$ cat src/rtl/ahfp_pkg.sv
// Shared single-precision helpers for the ahfp arithmetic blocks (mult/div).
// Field unpack with classification, and normalise + round-to-nearest-even pack.
package ahfp_pkg;
   localparam int EXP_W   = 8;
   localparam int MAN_W   = 23;
   localparam int ITER    = MAN_W + 3;
   localparam int BIAS    = 127;
   localparam int EXP_MAX = (1 << EXP_W) - 1;
   localparam logic [31:0] QNAN    = 32'h7FC00000;
   localparam logic [31:0] POS_INF = 32'h7F800000;

   typedef logic signed [EXP_W+1:0] sexp_t;

   typedef struct packed {
      logic             sign;
      logic [EXP_W-1:0] exp;
      logic [MAN_W-1:0] man;
      logic             is_zero;
      logic             is_inf;
      logic             is_nan;
   } fp_fields_t;

   function automatic fp_fields_t fp_unpack(input logic [31:0] x);
      fp_fields_t f;
      f.sign    = x[31];
      f.exp     = x[30:23];
      f.man     = x[22:0];
      f.is_nan  = (f.exp == '1) && (f.man != '0);
      f.is_inf  = (f.exp == '1) && (f.man == '0);
      // denormals count as zero: no subnormal support on either side
      f.is_zero = (f.exp == '0);
      return f;
   endfunction

   function automatic logic [31:0] rne_pack(input logic sign, input sexp_t e,
                                            input logic [ITER-1:0] q, input logic rem_nz);
      logic [MAN_W:0]   mant;
      logic             g;
      logic             s;
      sexp_t            ee;
      logic [MAN_W+1:0] mr;
      logic [31:0]      res;
      if (q[ITER-1]) begin
         mant = q[ITER-1:2];
         g    = q[1];
         s    = q[0] | rem_nz;
         ee   = e;
      end else begin
         mant = q[ITER-2:1];
         g    = q[0];
         s    = rem_nz;
         ee   = e - sexp_t'(1);
      end
      mr = {1'b0, mant} + {{(MAN_W+1){1'b0}}, g & (s | mant[0])};
      if (mr[MAN_W+1]) begin
         mr = mr >> 1;
         ee = ee + sexp_t'(1);
      end
      if (ee >= sexp_t'(EXP_MAX))
         res = {sign, POS_INF[30:0]};
      else if (ee <= sexp_t'(0))
         res = {sign, 31'b0};
      else
         res = {sign, ee[EXP_W-1:0], mr[MAN_W-1:0]};
      return res;
   endfunction
endpackage

$ cat src/rtl/ahfp_div_mant_div.sv
// Restoring shift-subtract mantissa divider: one quotient bit per i_step, MSB first.
module ahfp_mant_div #(
   parameter int MAN_W = 23,
   parameter int ITER  = MAN_W + 3
) (
   input  logic             clk,
   input  logic             reset_n,
   input  logic             i_load,
   input  logic             i_step,
   input  logic [MAN_W-1:0] i_ma,
   input  logic [MAN_W-1:0] i_mb,
   output logic [ITER-1:0]  o_q,
   output logic             o_rem_nz,
   output logic             o_last
);
   import ahfp_pkg::*;

   localparam int CW = $clog2(ITER + 1);
   typedef logic [CW-1:0] cnt_t;
   localparam cnt_t LAST = cnt_t'(ITER - 1);

   logic [MAN_W+1:0] r_rem;
   logic [MAN_W:0]   r_div;
   logic [ITER-1:0]  r_q;
   cnt_t             r_cnt;
   logic             w_ge;
   logic [MAN_W+1:0] w_diff;

   assign w_ge   = r_rem >= {1'b0, r_div};
   assign w_diff = w_ge ? (r_rem - {1'b0, r_div}) : r_rem;

   // after a step the remainder is below the divisor, so the shifted value fits
   always_ff @(posedge clk or negedge reset_n) begin
      if (!reset_n) begin
         r_rem <= '0;
         r_div <= '0;
         r_q   <= '0;
         r_cnt <= '0;
      end else if (i_load) begin
         r_rem <= {2'b01, i_ma};
         r_div <= {1'b1, i_mb};
         r_q   <= '0;
         r_cnt <= '0;
      end else if (i_step) begin
         r_rem <= {w_diff[MAN_W:0], 1'b0};
         r_q   <= {r_q[ITER-2:0], w_ge};
         r_cnt <= r_cnt + 1'b1;
      end
   end

   assign o_q      = r_q;
   assign o_rem_nz = (r_rem != '0);
   assign o_last   = (r_cnt == LAST);
endmodule

$ cat src/rtl/ahfp_div.sv
// Iterative IEEE-754 single divider (result = dataa / datab) with start/done handshake.
// state  | meaning
// IDLE   | waiting for start; operands captured on accept
// LOAD   | classify operands; specials go straight to DONE
// DIV    | one quotient bit per clock, ITER steps
// ROUND  | normalise, RNE round, range check, pack
// DONE   | done pulse, result valid
module ahfp_div #(
   parameter int EXP_W = 8,
   parameter int MAN_W = 23,
   parameter int ITER  = MAN_W + 3
) (
   input  logic        clk,
   input  logic        reset_n,
   input  logic        start,
   input  logic [31:0] dataa,
   input  logic [31:0] datab,
   output logic        busy,
   output logic        done,
   output logic [31:0] result
);
   import ahfp_pkg::*;

   localparam logic [2:0] S_IDLE  = 3'd0;
   localparam logic [2:0] S_LOAD  = 3'd1;
   localparam logic [2:0] S_DIV   = 3'd2;
   localparam logic [2:0] S_ROUND = 3'd3;
   localparam logic [2:0] S_DONE  = 3'd4;

   logic [2:0]              r_state;
   logic [31:0]             r_a;
   logic [31:0]             r_b;
   logic                    r_sign;
   logic signed [EXP_W+1:0] r_exp;
   logic [31:0]             r_result;

   fp_fields_t              w_ua;
   fp_fields_t              w_ub;
   logic                    w_sign;
   logic signed [EXP_W+1:0] w_exp;
   logic                    w_special;
   logic [31:0]             w_spec_res;
   logic                    w_load;
   logic                    w_step;
   logic [ITER-1:0]         w_q;
   logic                    w_rem_nz;
   logic                    w_last;

   assign w_ua   = fp_unpack(r_a);
   assign w_ub   = fp_unpack(r_b);
   assign w_sign = w_ua.sign ^ w_ub.sign;
   assign w_exp  = signed'({2'b00, w_ua.exp}) - signed'({2'b00, w_ub.exp}) + sexp_t'(BIAS);

   // first matching case wins; NaN-producing forms take priority over inf/zero
   always_comb begin
      w_special  = 1'b1;
      w_spec_res = '0;
      if (w_ua.is_nan | w_ub.is_nan | (w_ua.is_zero & w_ub.is_zero) | (w_ua.is_inf & w_ub.is_inf))
         w_spec_res = QNAN;
      else if (w_ua.is_inf | w_ub.is_zero)
         w_spec_res = {w_sign, POS_INF[30:0]};
      else if (w_ua.is_zero | w_ub.is_inf)
         w_spec_res = {w_sign, 31'b0};
      else
         w_special = 1'b0;
   end

   assign w_load = (r_state == S_LOAD) && !w_special;
   assign w_step = (r_state == S_DIV);

   ahfp_mant_div #(
      .MAN_W (MAN_W),
      .ITER  (ITER)
   ) u_mant_div (
      .clk      (clk),
      .reset_n  (reset_n),
      .i_load   (w_load),
      .i_step   (w_step),
      .i_ma     (w_ua.man),
      .i_mb     (w_ub.man),
      .o_q      (w_q),
      .o_rem_nz (w_rem_nz),
      .o_last   (w_last)
   );

   always_ff @(posedge clk or negedge reset_n) begin
      if (!reset_n) begin
         r_state  <= S_IDLE;
         r_a      <= '0;
         r_b      <= '0;
         r_sign   <= 1'b0;
         r_exp    <= '0;
         r_result <= '0;
      end else begin
         case (r_state)
            S_IDLE: if (start) begin
               r_a     <= dataa;
               r_b     <= datab;
               r_state <= S_LOAD;
            end
            S_LOAD: if (w_special) begin
               r_result <= w_spec_res;
               r_state  <= S_DONE;
            end else begin
               r_sign  <= w_sign;
               r_exp   <= w_exp;
               r_state <= S_DIV;
            end
            S_DIV: if (w_last) r_state <= S_ROUND;
            S_ROUND: begin
               r_result <= rne_pack(r_sign, r_exp, w_q, w_rem_nz);
               r_state  <= S_DONE;
            end
            default: r_state <= S_IDLE;
         endcase
      end
   end

   assign busy   = (r_state == S_LOAD) || (r_state == S_DIV) || (r_state == S_ROUND);
   assign done   = (r_state == S_DONE);
   assign result = r_result;
endmodule

$ cat config.mk
export PLATFORM = sky130hd
export DESIGN_NAME = ahfp_div
export DESIGN_NICKNAME = d
export VERILOG_FILES = /design/src/rtl/ahfp_pkg.sv /design/src/rtl/ahfp_div_mant_div.sv /design/src/rtl/ahfp_div.sv
export SDC_FILE = /design/constraint.sdc
export NUM_CORES = 1
export LEC_CHECK = 0
export BUFFER_PORTS_ARGS = -buffer_cell sky130_fd_sc_hd__buf_4
export CAP_MARGIN = 0
export CORE_MARGIN = 2
export CORE_UTILIZATION = 45
export CTS_BUF_LIST = sky130_fd_sc_hd__clkbuf_16
export DETAILED_ROUTE_END_ITERATION = 6
export SLEW_MARGIN = 20
export SYNTH_ARGS = -nofsm -noshare
export SYNTH_HDL_FRONTEND = slang
export SYNTH_SLANG_ARGS = --single-unit
$ cat constraint.sdc
create_clock -name clk -period 9 [get_ports clk]
set_input_delay 0.9 -clock clk [delete_from_list [all_inputs] [get_ports clk]]
set_output_delay 0.9 -clock clk [all_outputs]
set_load 0.02 [all_outputs]
## Word-level counts from Yosys, hierarchy flattened

Index checks and enable logic that the tools add are counted.

| word-level totals | value |
|---|---|
| register bits after elaboration | 190 |
| logic and storage cells | 96 |
| bits of input ports | 67 |
| output and inout port bits | 34 |

| cells by class | value |
|---|---|
| add/subtract/negate cells | 7 |
| bitwise gates (word level) | 12 |
| equality and inequality tests | 10 |
| mux-type cells | 32 |
| reduce and logical (&&, ||, !) cells | 22 |
| order comparisons | 3 |

Operators by type and width:

| cell | count |
|---|---|
| $mux 32 | 4 |
| $mux 24 | 3 |
| $pmux 32 s2 | 1 |
| $mux 31 | 2 |
| $mux 26 | 2 |
| $mux 25 | 2 |
| $logic_not 23->1 | 2 |
| $reduce_bool 23->1 | 2 |
| $mux 10 | 4 |
| $add 24x1->25 | 1 |
| $ge 25x24->1 | 1 |
| $reduce_bool 25->1 | 1 |
| $sub 24x24->24 | 1 |
| $mux 23 | 1 |
| $eq 8x8->1 const B | 2 |
| $logic_not 8->1 | 2 |
| $pmux 3 s4 | 1 |
| $add 10x2->10 const B | 1 |
| $add 9x8->10 const B | 1 |
| $ge 10x9->1 const B | 1 |
| $le 10x1->1 const B | 1 |
| $mux 5 | 2 |
| $sub 10x2->10 const B | 1 |
| $mux 3 | 3 |
| other kinds (18) | 44 |

## Logic depth before layout (Yosys ltp)

Gate-level depths: netlist of run 1.

| logic depth | value |
|---|---|
| depth in word-level cells | 13 |
| gate-level depth with buffers | 18 |
| gate-level depth less buffers | 12 |

## By module

A second synthesis of run 1 with hierarchy kept.

| second synthesis, totals | value |
|---|---|
| cells, all modules | 1190 |
| area, all modules | 11459.7 sq um |

Modules (own cells, without submodules):

| module | cells each | seq. area each (sq um) | area an instance (sq um) | instances |
|---|---|---|---|---|
| ahfp_div | 647 | 2752.6 | 6562.5 | 1 |
| ahfp_mant_div | 543 | 2001.9 | 4897.2 | 1 |

## Least setup slack after synthesis of run 1

No wires, ideal clock.

| path | value |
|---|---|
| path type | register -> register |
| start point | register u_mant_div.r_q[25] (netlist: u_mant_div.o_q[25]) |
| end point | register r_result[11] (netlist: result[11]) |
| clock period less this slack | 4.406 ns |
| data arrival time | 4.284 ns |
| buffers on the path | 8 |
| stages on the path, launching flop included | 19 |
| data required time | 8.878 ns |
| library setup time | 0.122 ns |
| slack | 4.594 ns |
| cells stage by stage | dfrtp_1 buf_6 buf_6 buf_2 buf_1 clkbuf_1 clkbuf_1 mux2_2 ha_1 and2_1 and4_1 clkbuf_1 nand4_1 or3_1 a21oi_1 o2111ai_1 nor4b_4 buf_6 a32o_1 |

| between the ends | value |
|---|---|
| cells in the longest elaborated chain, start to end | 11 |
| elaborated cells between the ends (all ways) | 20 |
| classes of those cells | add/sub (2); order compare (2); mux (14); bitwise (2) |

RTL lines:

| item | line | text |
|---|---|---|
| start, declared | ahfp_div_mant_div.sv:24 | `logic [ITER-1:0] r_q;` |
| start signal, assigned | ahfp_div_mant_div.sv:46 | `r_q <= {r_q[ITER-2:0], w_ge};` |
| $mux 1 or $mux 24 (tied branches) | ahfp_pkg.sv:43 | `if (q[ITER-1]) begin` |
| $mux 1 or $mux 24 (tied branches) | ahfp_div.sv:95 | `case (r_state)` |
| $or 1x1->1 | ahfp_pkg.sv:54 | `mr = {1'b0, mant} + {{(MAN_W+1){1'b0}}, g & (s \| mant[0])};` |
| $and 1x1->1 | ahfp_pkg.sv:54 |  |
| $add 24x1->25 | ahfp_pkg.sv:54 |  |
| $mux 10 | ahfp_pkg.sv:55 | `if (mr[MAN_W+1]) begin` |
| $mux 10 | ahfp_div.sv:95 |  |
| $le 10x1->1 | ahfp_pkg.sv:61 | `else if (ee <= sexp_t'(0))` |
| $mux 31 | ahfp_pkg.sv:61 |  |
| $mux 31 * | ahfp_pkg.sv:59 | `if (ee >= sexp_t'(EXP_MAX))` |
| $pmux 32 s2 * | ahfp_div.sv:95 |  |
| end signal, assigned | ahfp_div.sv:102 | `r_result <= w_spec_res;` |
| end signal, assigned | ahfp_div.sv:111 | `r_result <= rne_pack(r_sign, r_exp, w_q, w_rem_nz);` |
| end, declared | ahfp_div.sv:35 | `logic [31:0] r_result;` |

Mark *: on every way between the ends. The rest lies on a longest branch, timed or not. The select of a mux whose other input is x is not followed.
A chain may end at the register's enable or synchronous reset.

## Worst setup path in the final report of run 1

| path | value |
|---|---|
| start point | register u_mant_div.r_q[25] (netlist: u_mant_div.o_q[25]) |
| end point | register r_result[3] (netlist: result[3]) |

The elaborated chain is that of the path after synthesis.

==> results of run 1 <==
[state kept, by name, indices dropped and copies added (netlist names)]
| register | cells |
|---|---|
| r_exp | 10 |
| u_mant_div.r_rem | 25 |
| u_mant_div.r_cnt | 5 |
| r_b | 32 |
| r_sign | 1 |
| u_mant_div.r_div | 24 |
| r_state | 3 |
| r_a | 32 |
| result | 32 |
| u_mant_div.o_q | 26 |
[cells by family (layout without fill, tap and decap cells)]
group / count (synthesis) / after routing / share of synthesized area
flops: 190 / 190 / 0.415
simple gates: 398 / 398 / 0.175
fa+ha+maj: 40 / 40 / 0.0450
compound gates: 283 / 283 / 0.163
mux: 104 / 104 / 0.0978
buf+inv: 126 / 194 / 0.0456
xor+xnor: 76 / 76 / 0.0594
[path summary, 6_finish.rpt]
kind	slack, ns	endpoint	from	cells past startpoint
worst max-delay path	4.66	result[3]	u_mant_div.o_q[25]	10
worst min-delay path	0.47	u_mant_div.r_div[23]	u_mant_div.r_div[23]	2
worst max register to register	4.66	result[3]	u_mant_div.o_q[25]	10
worst min register to register	0.47	u_mant_div.r_div[23]	u_mant_div.r_div[23]	2
max in group asynchronous	6.84	u_mant_div.o_q[25]	reset_n	2
min in group asynchronous	0.62	r_b[6]	reset_n	1
[report_power, final]
part           leakage [nW]  switching [mW]  total [mW]  internal (mW)
clock                 0.263           0.336       0.715          0.379
combinational          2.88            1.49        2.67           1.17
sequential             2.38           0.355        1.55           1.20
total                  5.53            2.18        4.94           2.75
[worst max-delay path, delay by kind of cell, from the launching register on]
family | cells | cell delay (ns)
AOI/OAI and AO/OA | 4 | 1.04
buffers and inverters | 2 | 0.77
DFF | 1 | 0.40
and+or+nand+nor | 3 | 1.74
muxes | 1 | 0.29
[cells in the final DEF (no fill, tap or decap), drive strengths merged, types with 5 or more instances in the layout]
| cell type | n |
|---|---|
| and4 | 5 |
| clkbuf | 18 |
| a21o | 7 |
| and3 | 13 |
| nand2b | 7 |
| nor4 | 29 |
| nor3b | 6 |
| or3 | 12 |
| nor2 | 54 |
| a31oi | 10 |
| clkinv | 8 |
| a211oi | 10 |
| a22oi | 22 |
| nand2 | 160 |
| mux2 | 64 |
| xnor2 | 44 |
| dfrtp | 190 |
| a22o | 13 |
| buf | 110 |
| nand3 | 32 |
| and2 | 9 |
| o21a | 7 |
| nor2b | 11 |
| nand4 | 22 |
| o21ai | 117 |
| a21oi | 37 |
| nor3 | 23 |
| mux2i | 40 |
| a32o | 13 |
| inv | 54 |
| ha | 38 |
| xor2 | 32 |
[routing by layer]
layer / vias up / wire (um)
met5: - / 0
met4: 0 / 459
met3: 28 / 1060
met2: 184 / 12200
met1: 4378 / 14100
li1: 4502 / -
[per-stage QoR]
stage                     setup slack, ns  instance area [um2]
final                                4.66                13000
after global routing                 4.21                13000
after CTS                            4.27                12900
after detailed placement             4.30                12400
after global placement               4.38                12400
after floorplan                      4.59                11500
[final cells by class]
| class | instances | area (um2) | area share |
|---|---|---|---|
| clock buffers | 17 | 425 | 0.0328 |
| clock inverters | 15 | 121 | 0.00935 |
| inverters | 51 | 191 | 0.0147 |
| multi-input cells | 901 | 6210 | 0.479 |
| flip-flops and latches | 190 | 4760 | 0.366 |
| well taps | 330 | 413 | 0.0318 |
| repair buffers | 111 | 863 | 0.0665 |
==> results.txt, run 1 <==
----------------------------------------------------
[Layout]
  Fillers ... 2376
  Share of final-layout standard cells stronger than drive strength 1 ... 0.175
  Antenna diode count ... 0
  Final non-filler cell total ... 1615
  Layout overhead on the synthesized area ... 13.2%
  Number of nets in the layout ... 1379
  Final Util ... 0.517

[GRT]
  Via count of the first global-routing pass ... 8659
  Antenna violations before repair ... 0
  Global-route total usage across every layer ... 0.216
  GR peak layer ... met1
  Routing usage on met1 ... 0.324
  First-pass GRT wire length ... 46300 um
  Routing usage on met3 ... 0.0376
  Pin count of the biggest net entering global routing ... 118
  Met2 track demand over resource in global routing ... 0.323
  Overflow left after global routing ... 0

[Setup path]
  Sort of element at the start of the critical path ... flip-flop
  WP data arrival ... 4.70 ns
  Critical path cell sequence ... buf_4 > mux2_2 > nor3b_1 > nand4_1 > o21ai_0 > a21oi_1 > o2111ai_1 > nor4b_4 > buf_6 > a32o_1
  Max FO, Critical Path ... 50
  Crit end category ... flip-flop
  Worst-path cell with the longest stage delay ... nand4_1
  Critical path class ... reg -> reg
  Worst path max stage delay ... 0.88 ns
  Required arrival time at the worst endpoint ... 9.36 ns

[Clock tree]
  Cell at the root of the clock tree ... clkbuf_16
  Total of hold buffers inserted after clock tree synthesis ... 0
  Number of buffers on the longest clock path ... 2
  Number of buffers added for setup after CTS ... 0
  Clock latency reported for the late side of the worst-skew pair ... 0.43 ns
  Number of instances resized during post-cts repair ... 0
  Sink Count ... 190
  Clock buffer count from CTS ... 17
  Clock H-tree levels ... 4
  CTS tree ... yes
  Clock slew at reported path FFs ... 0.07 ns

[Timing]
  Worst clock skew ... 0.0165 ns
  Shortest period the worst path allows ... 4.34 ns
  Post-route setup TNS ... 0 ns
  Unrepaired setup endpoints after global routing ... false
  Relative slew margins ... 0.321
  Final hold viol count ... 0
  Peak clock frequency supported by timing ... 0.231 GHz
  Least-Margin Pin Slew ... 1.02 ns
  Setup-violating endpoint count in the final report ... 0
  Period Utilization, post-route ... 0.482
  Smallest hold slack ... 0.467 ns
  Count of final max-slew check failures ... 0

[Placement]
  PortBufs ... 100
  Routability-driven placement congestion ratio ... 0.873
  Number of instances in the placed design ... 1581
  Dpl hpwl ... 19700 um

[Route]
  Number of nets with antenna violations after routing ... 0
  Ratio of routed vias to standard cells ... 5.63
  Routed via count ... 9092
  Number of DRC violations after detailed-routing iteration 0 ... 717
  WL/cell ... 17.2 um
  Remaining routing DRC violations ... 0
  Drt pass-1 iters ... 5
  Total length of routed wires ... 27700 um

[Power]
  P_leak ... 5.53 nW
  Pwr Density ... 380 nW/um2
  Worst-case vdd ir drop ... 0.174 mV
  Total power after layout ... 4.94 mW

[Floorplanning]
  Total die area ... 26800 um2
  Die outline height ... 164 um
  Top Ports ... 101
  Width of the chip ... 164 um
  Initial cell density of the core ... 0.457
  Row count ... 58
  Core region area ... 25100 um2

[Min path]
  Kind of path behind the tightest hold check ... reg -> reg

[Synth]
  Area share of the leading cell type in the synthesized netlist ... 0.415
  Ys flop type ... dfrtp_1
  Leading cell types by total area after synthesis ... dfrtp_1, mux2_2, nand2_1
  Largest area contributor in the netlist ... dfrtp_1
  Syn Inst Count ... 1217
  Nets in the synthesized netlist ... 1324
  Register area share after synthesis ... 0.415
  Syn avg cell area ... 9.42 um2
  Number of warnings issued by yosys ... 0
  Commonest cells in the netlist ... dfrtp_1, nand2_1, o21ai_0
  Post-synthesis async set-or-reset flop share ... 1.00
  Netlist area before placement ... 11500 um2
  Number of flops mapped to enable cells by yosys ... 0
  Most common cell in the netlist ... dfrtp_1
  Synth Register Bits ... 190
  Number of distinct library cell variants in the gate-level netlist after synthesis ... 78

[Run]
  Max-Cap Viols ... 0

[Status]
  Result of the run ... completed

----------------------------------------------------
No activity file was read; power rests on OpenSTA's default activity.
==> run 2: changes to the inputs <==
--- a/config.mk
+++ b/config.mk
@@ -5,6 +5,7 @@
 export SDC_FILE = /design/constraint.sdc
 export NUM_CORES = 1
 export LEC_CHECK = 0
+export ABC_AREA = 1
 export BUFFER_PORTS_ARGS = -buffer_cell sky130_fd_sc_hd__buf_4
 export CAP_MARGIN = 0
 export CORE_MARGIN = 2
==> constraint.sdc (replaced) <==
create_clock -name clk -period 4.1 [get_ports clk]
set_input_delay 0.41 -clock clk [delete_from_list [all_inputs] [get_ports clk]]
set_output_delay 0.41 -clock clk [all_outputs]
set_load 0.02 [all_outputs]
==> run 2 against run 1 <==
Net effect:
- combinational power grew 130%
- hold slack got worse by 0.47 ns
- via count grew 5.6%
- sequential share of layout area fell by 0.70 points
- die area grew 1.4%
- count of clock-buffer cells in the layout stayed put
- area after synthesis is 1.4% higher
- non-clock buffer count up 3
- sequential power increased by 100%
- register-to-register slack got worse by 3.8 ns
- critical path type unchanged
- largest cell class unchanged
- highest routed layer unchanged
==> results.txt, run 2 <==
----------------------------------------------------
[GRT]
  Overflow left after global routing ... 0 (unchanged)
  Antenna violations before repair ... 0 (unchanged)
  Via count of the first global-routing pass ... 9370 (+8.2%)
  Pin count of the biggest net entering global routing ... 88 (-25%)
  Global-route total usage across every layer ... 0.211 (-0.00529)
  First-pass GRT wire length ... 46000 um (-0.48%)

[Setup path]
  Cells on worst reg2reg path ... 17 (+7)
  Critical path depth ... 17 (+7)
  Worst reg2reg path startpoint ... u_mant_div.o_q[25]
  Critical path launch point ... u_mant_div.o_q[25]
  Required arrival time at the worst endpoint ... 4.42 ns (-4.94 ns)
  Most common cell type on the critical path ... nand2_1
  WP data arrival ... 3.51 ns (-1.19 ns)
  Worst-path cell with the longest stage delay ... dfrtp_2
  Critical path cell sequence ... o21ai_0 > nand2_1 > inv_1 > ha_1 > nand3_2 > nor2_4 > nand3_1 > nor2_2 > nand4_2 > nor2_1 > nand4_1 > nand2_1 > nor2_8 > nand2_4 > inv_4 > nand2_8 > o21ai_2
  Number of buffers and inverters on the critical path ... 2 (unchanged)
  Sort of element at the start of the critical path ... flip-flop
  Crit end category ... flip-flop
  Critical path class ... reg -> reg
  Setup slack of the worst register-to-register path ... 0.91 ns (-3.75 ns)
  Endpoint of the worst-slack reg-to-reg timing path ... result[17]
  Max FO, Critical Path ... 20 (-60%)
  Crit path capture ... result[17]
  Worst path max stage delay ... 0.52 ns (-0.36 ns)
  Cell family with the largest share of critical-path delay ... simple AND/OR/NAND/NOR gates

[Route]
  Drt pass-1 iters ... 7 (+2)
  Number of nets with antenna violations after routing ... 0 (unchanged)
  Number of DRC violations after detailed-routing iteration 0 ... 524 (-27%)
  WL/cell ... 14.4 um (-16%)
  Routed via count ... 9597 (+5.6%)
  Remaining routing DRC violations ... 0 (unchanged)
  Ratio of routed vias to standard cells ... 5.10 (-9.4%)
  Total length of routed wires ... 27000 um (-2.5%)

[Power]
  Seq pwr share ... 0.293 (-0.022)
  P_leak ... 6.25 nW (+13%)
  Power share of the clock group ... 0.151 (+0.006)
  Switching Fraction ... 0.471 (+0.0281)
  Switching power total ... 5.10 mW (+130%)
  Total power after layout ... 10.8 mW (+120%)
  Pwr Density ... 819 nW/um2 (+120%)
  Worst-case vdd ir drop ... 0.418 mV (+140%)
  Combinational cell fraction of total power ... 0.556 (+0.016)
  Internal power ... 5.74 mW (+110%)

[Timing]
  Post-route setup TNS ... 0 ns (unchanged)
  Smallest hold slack ... 0.00147 ns (-0.466 ns)
  Setup-violating endpoint count in the final report ... 0 (unchanged)
  Period Utilization, post-route ... 0.778 (+0.296)
  Relative slew margins ... 0.328 (+0.00672)
  Count of final max-slew check failures ... 0 (unchanged)
  Worst clock skew ... 0.0133 ns (-0.00313 ns)
  Shortest period the worst path allows ... 3.19 ns (-1.15 ns)
  Final hold viol count ... 0 (unchanged)
  Unrepaired setup endpoints after global routing ... false
  Least-Margin Pin Slew ... 1.01 ns (-0.0101 ns)
  Peak clock frequency supported by timing ... 0.313 GHz (+36%)

[Synth]
  Simple-gate portion of the synthesized area ... 0.261 (+0.0860)
  Leading cell types by total area after synthesis ... dfrtp_1, nand2_1, inv_1
  Syn avg cell area ... 7.99 um2 (-15%)
  Ys flop type ... dfrtp_1
  Commonest cells in the netlist ... nand2_1, dfrtp_1, inv_1
  Largest area contributor in the netlist ... dfrtp_1
  XOR/XNOR share of the synthesized area ... 0.0407 (-0.0187)
  Nets in the synthesized netlist ... 1562 (+18%)
  Adder and majority gate portion of the synthesized area ... 0.0443 (-0.000624)
  Multiplexer fraction of the synthesized cell area ... 0.0339 (-0.0639)
  Post-synthesis async set-or-reset flop share ... 1.00 (unchanged)
  Largest family of logic cells by synthesized area ... simple AND/OR/NAND/NOR gates
  Syn Inst Count ... 1455 (+20%)
  Synth Register Bits ... 190 (unchanged)
  Number of flops mapped to enable cells by yosys ... 0 (unchanged)
  Number of distinct library cell variants in the gate-level netlist after synthesis ... 57 (-27%)
  Number of warnings issued by yosys ... 0 (unchanged)
  Register area share after synthesis ... 0.409 (-0.00575)
  Area share of the leading cell type in the synthesized netlist ... 0.409 (-0.00575)
  Most common cell in the netlist ... nand2_1
  Netlist area before placement ... 11600 um2 (+1.4%)
  Synth Area in Compound Gates ... 0.130 (-0.0324)

[Floorplanning]
  Width of the chip ... 165 um (+0.68%)
  Initial cell density of the core ... 0.460 (+0.00377)
  Top Ports ... 101 (unchanged)
  Die outline height ... 165 um (+0.68%)
  Core region area ... 25300 um2 (+0.58%)
  Total die area ... 27100 um2 (+1.4%)
  Row count ... 58 (unchanged)

[Layout]
  Layout overhead on the synthesized area ... 13.8%
  Share of final-layout standard cells stronger than drive strength 1 ... 0.186 (+0.0106)
  Number of nets in the layout ... 1646 (+19%)
  Most frequent standard cell in the layout excluding fill and tap cells ... nand2_1
  Fillers ... 2493 (+4.9%)
  Antenna diode count ... 0 (unchanged)
  Highest-count cells in the layout ignoring fill and taps ... nand2_1, dfrtp_1, inv_1

[Placement]
  PortBufs ... 100 (unchanged)
  Routability-driven placement congestion ratio ... 0.938 (+7.4%)
  Dpl hpwl ... 20300 um (+3.2%)

[Status]
  Result of the run ... completed

[Clock tree]
  Clock H-tree levels ... 4 (unchanged)
  Number of buffers added for setup after CTS ... 0 (unchanged)
  Total of hold buffers inserted after clock tree synthesis ... 0 (unchanged)
  CTS tree ... yes
  Sink Count ... 190 (unchanged)
  Number of buffers on the longest clock path ... 2 (unchanged)
  Cell at the root of the clock tree ... clkbuf_16
  Clock latency reported for the late side of the worst-skew pair ... 0.44 ns (about the same)
  Clock buffer count from CTS ... 17 (unchanged)
  Clock slew at reported path FFs ... 0.07 ns (about the same)
  Number of instances resized during post-cts repair ... 0 (unchanged)

[Min path]
  Kind of path behind the tightest hold check ... in -> async

[Run]
  Max-Cap Viols ... 0 (unchanged)

----------------------------------------------------
run 2: stage by stage:
stage / cell area [um2] / std cells / setup slack (ns) / util
after floorplan: 11600 / 1455 / 1.11 / -
after global placement: 12700 / 1850 / 1.06 / 0.501
after detailed placement: 12700 / 1850 / 0.937 / 0.501
after CTS: 13200 / 1881 / 0.927 / 0.524
after global routing: 13200 / 1881 / 0.622 / 0.524
final: 13200 / 1881 / 0.909 / 0.524
run 2: cell type report:
cell class / count / area [um2] / share of cell area
Inverter: 172 / 653 / 0.0493
Tap cell: 330 / 413 / 0.0312
Clock inverter: 14 / 149 / 0.0112
Clock buffer: 17 / 425 / 0.0321
Multi-Input combinational cell: 1044 / 5950 / 0.450
Sequential cell: 190 / 4760 / 0.359
Timing Repair Buffer: 114 / 887 / 0.0670
run 2: kinds of logic (layout without fill, tap and decap cells):
| group | after synthesis | count (layout) |
|---|---|---|
| DFF | 190 | 190 |
| xor gates and xnor gates | 51 | 51 |
| and+or+nand+nor | 664 | 664 |
| AOI/OAI and AO/OA | 254 | 254 |
| muxes | 35 | 35 |
| buffers and inverters | 221 | 317 |
| adders and majority gates | 40 | 40 |
run 2: per-layer routing:
metal | global-route usage | up-vias | routed length (um)
li1 | - | 4956 | -
met1 | 0.293 | 4472 | 13200
met2 | 0.352 | 151 | 12700
met3 | 0.0321 | 18 | 856
met4 | 0.0427 | 0 | 260
met5 | 0 | - | 0
run 2: worst min-delay path by stage:
stage | startpoint | end | cells past startpoint
final | reset_n | u_mant_div.o_q[21] | 1
after global routing | reset_n | u_mant_div.o_q[21] | 1
after CTS | reset_n | u_mant_div.o_q[21] | 1
after detailed placement | u_mant_div.r_div[23] | u_mant_div.r_div[23] | 2
after global placement | u_mant_div.r_div[23] | u_mant_div.r_div[23] | 2
after floorplan | reset_n | r_a[0] | 0
run 2: power groups by stage:
stage	registers [mW]	logic, mW	clock network (mW)
after global placement	3.19	5.98	0
after global routing	3.28	6.94	1.76
after detailed placement	3.21	6.03	0
after CTS	3.18	6.08	1.67
after floorplan	3.13	4.64	0
final	3.17	6.03	1.63
==> run 3: changes to the inputs <==
==> constraint.sdc (replaced) <==
create_clock -name clk -period 3.25 [get_ports clk]
set_input_delay 0.325 -clock clk [delete_from_list [all_inputs] [get_ports clk]]
set_output_delay 0.325 -clock clk [all_outputs]
set_load 0.02 [all_outputs]
==> run 3 against run 2 <==
Net effect:
- via count grew 0.71%
- die area is the same
- cell count grew 0.43%
- count of clock-buffer cells in the layout is the same
- power grew 27%
- setup slack lost 0.60 ns
- register-to-register slack lost 0.60 ns
- routed wire length grew 4.1%
- sequential power grew 26%
- clock power grew 33%
- critical path type unchanged
- critical endpoint is now result[18]
==> results.txt, run 3 (synthesis gave the netlist of run 2 again) <==
----------------------------------------------------
[Setup path]
  Cell family with the largest share of critical-path delay ... simple AND/OR/NAND/NOR gates
  Number of buffers and inverters on the critical path ... 2 (unchanged)
  Sort of element at the start of the critical path ... flip-flop
  Most common cell type on the critical path ... nor2_2
  Critical path class ... reg -> reg
  Worst path max stage delay ... 0.45 ns (-0.07 ns)
  Crit end category ... flip-flop
  Worst-path cell with the longest stage delay ... dfrtp_2
  Max FO, Critical Path ... 47 (+140%)
  Critical path cell sequence ... buf_12 > o21ai_1 > ha_1 > nand3_2 > nor2_4 > nand2_2 > nor2_2 > nand3_2 > nor2_2 > nand2_1 > nand2_1 > nand2_2 > nor2_2 > nand3_4 > nand2_4 > inv_4 > nand2_8 > o21ai_2
  Required arrival time at the worst endpoint ... 3.56 ns (-0.86 ns)
  WP data arrival ... 3.25 ns (-0.26 ns)

[Placement]
  Cell area reported after detailed placement ... 12700 um2 (+0.55%)
  Routability-driven placement congestion ratio ... 0.916 (-2.3%)
  Setup WS pre-CTS ... 0.308 ns (-0.629 ns)
  PortBufs ... 100 (unchanged)
  Number of instances in the placed design ... 1856 (+0.32%)
  Dpl hpwl ... 21300 um (+4.6%)

[Layout]
  Highest-count cells in the layout ignoring fill and taps ... nand2_1, dfrtp_1, inv_1
  Number of nets in the layout ... 1653 (+0.43%)
  Final std cell area, no fill ... 13300 um2 (+0.80%)
  Antenna diode count ... 0 (unchanged)
  Layout overhead on the synthesized area ... 14.7%
  Flip-flop and latch area ... 4760 um2 (unchanged)
  Final non-filler cell total ... 1889 (+0.43%)
  Fillers ... 2434 (-2.4%)
  Share of final-layout standard cells stronger than drive strength 1 ... 0.189 (+0.00354)
  Most frequent standard cell in the layout excluding fill and tap cells ... nand2_1
  Final Util ... 0.528 (+0.00421)
  Area taken by multi-input logic gates ... 5950 um2 (unchanged)

[Timing]
  Peak clock frequency supported by timing ... 0.340 GHz (+8.6%)
  Relative slew margins ... 0.343 (+0.0154)
  Unrepaired setup endpoints after global routing ... false
  Setup-violating endpoint count in the final report ... 0 (unchanged)
  Worst clock skew ... 0.0135 ns (+0.000156 ns)
  Count of final max-slew check failures ... 0 (unchanged)
  Smallest hold slack ... 0.115 ns (+0.113 ns)
  Period Utilization, post-route ... 0.904 (+0.126)
  Least-Margin Pin Slew ... 0.985 ns (-0.0231 ns)
  Final hold viol count ... 0 (unchanged)
  Shortest period the worst path allows ... 2.94 ns (-0.253 ns)
  Post-route setup TNS ... 0 ns (unchanged)
  Final worst-path setup slack ... 0.312 ns (-0.597 ns)

[Floorplanning]
  Top Ports ... 101 (unchanged)
  Initial cell density of the core ... 0.460 (unchanged)
  Width of the chip ... 165 um (unchanged)
  Total die area ... 27100 um2 (unchanged)
  Die outline height ... 165 um (unchanged)
  Row count ... 58 (unchanged)
  Core region area ... 25300 um2 (unchanged)

[Route]
  Ratio of routed vias to standard cells ... 5.12 (+0.28%)
  Number of DRC violations after detailed-routing iteration 0 ... 549 (+4.8%)
  Routed via count ... 9665 (+0.71%)
  Drt pass-1 iters ... 5 (-2)
  Total length of routed wires ... 28100 um (+4.1%)
  Number of nets with antenna violations after routing ... 0 (unchanged)
  Remaining routing DRC violations ... 0 (unchanged)
  WL/cell ... 14.9 um (+3.6%)

[Clock tree]
  Cell at the root of the clock tree ... clkbuf_16
  Clock slew at reported path FFs ... 0.08 ns (about the same)
  Number of buffers on the longest clock path ... 2 (unchanged)
  Clock buffer count from CTS ... 17 (unchanged)
  CTS tree ... yes
  Number of buffers added for setup after CTS ... 0 (unchanged)
  Clock H-tree levels ... 4 (unchanged)
  Sink Count ... 190 (unchanged)
  Clock latency reported for the late side of the worst-skew pair ... 0.43 ns (about the same)

[Run]
  Max-Cap Viols ... 0 (unchanged)

[Power]
  Worst-case vdd ir drop ... 0.501 mV (+20%)
  Total power after layout ... 13.8 mW (+27%)
  Pwr Density ... 1040 nW/um2 (+26%)
  P_leak ... 6.32 nW (+1.1%)

[GRT]
  Global-route total usage across every layer ... 0.217 (+0.00553)
  Antenna violations before repair ... 0 (unchanged)
  Via count of the first global-routing pass ... 9335 (-0.37%)
  Overflow left after global routing ... 0 (unchanged)
  First-pass GRT wire length ... 46700 um (+1.5%)
  Pin count of the biggest net entering global routing ... 94 (+6.8%)

[Status]
  Result of the run ... completed

[Min path]
  Kind of path behind the tightest hold check ... in -> reg

----------------------------------------------------
[run 3: timing repair]
action,in CTS,in global routing
resized for setup,0,1
hold buffers,1,0
hold endpoints to repair,63,0
setup endpoints to repair,0,25
[run 3: where the power goes]
| part | switching [mW] | leakage [nW] | internal (mW) |
|---|---|---|---|
| registers | 0.694 | 2.35 | 3.31 |
| logic | 4.74 | 3.68 | 2.91 |
| clock network | 1.05 | 0.297 | 1.10 |
| total | 6.49 | 6.32 | 7.33 |
[run 3: cell type report]
cell class | instances | share of cell area
Clock buffer | 17 | 0.0319
Clock inverter | 15 | 0.0131
Inverter | 172 | 0.0489
Multi-Input combinational cell | 1044 | 0.446
Sequential cell | 190 | 0.356
Tap cell | 330 | 0.0309
Timing Repair Buffer | 121 | 0.0725
[run 3: per-layer routing]
layer / track usage / vias to the layer above / wire length (um)
met1: 0.294 / 4486 / 13300
met4: 0.0628 / 0 / 518
met5: 0 / - / 0
li1: - / 4976 / -
met2: 0.362 / 177 / 13500
met3: 0.0289 / 26 / 826
[run 3: worst paths after layout]
path                                 startpoint              endpoint  slack (ns)  depth (start not counted)
max in group asynchronous               reset_n  u_mant_div.r_rem[11]        1.97                          3
max reg2reg                  u_mant_div.o_q[25]            result[18]        0.31                         18
min                                    dataa[7]                r_a[7]        0.11                          2
max                          u_mant_div.o_q[25]            result[18]        0.31                         18
min reg2reg                u_mant_div.r_div[23]  u_mant_div.r_div[23]        0.47                          2
min in group asynchronous               reset_n    u_mant_div.o_q[19]        0.44                          2
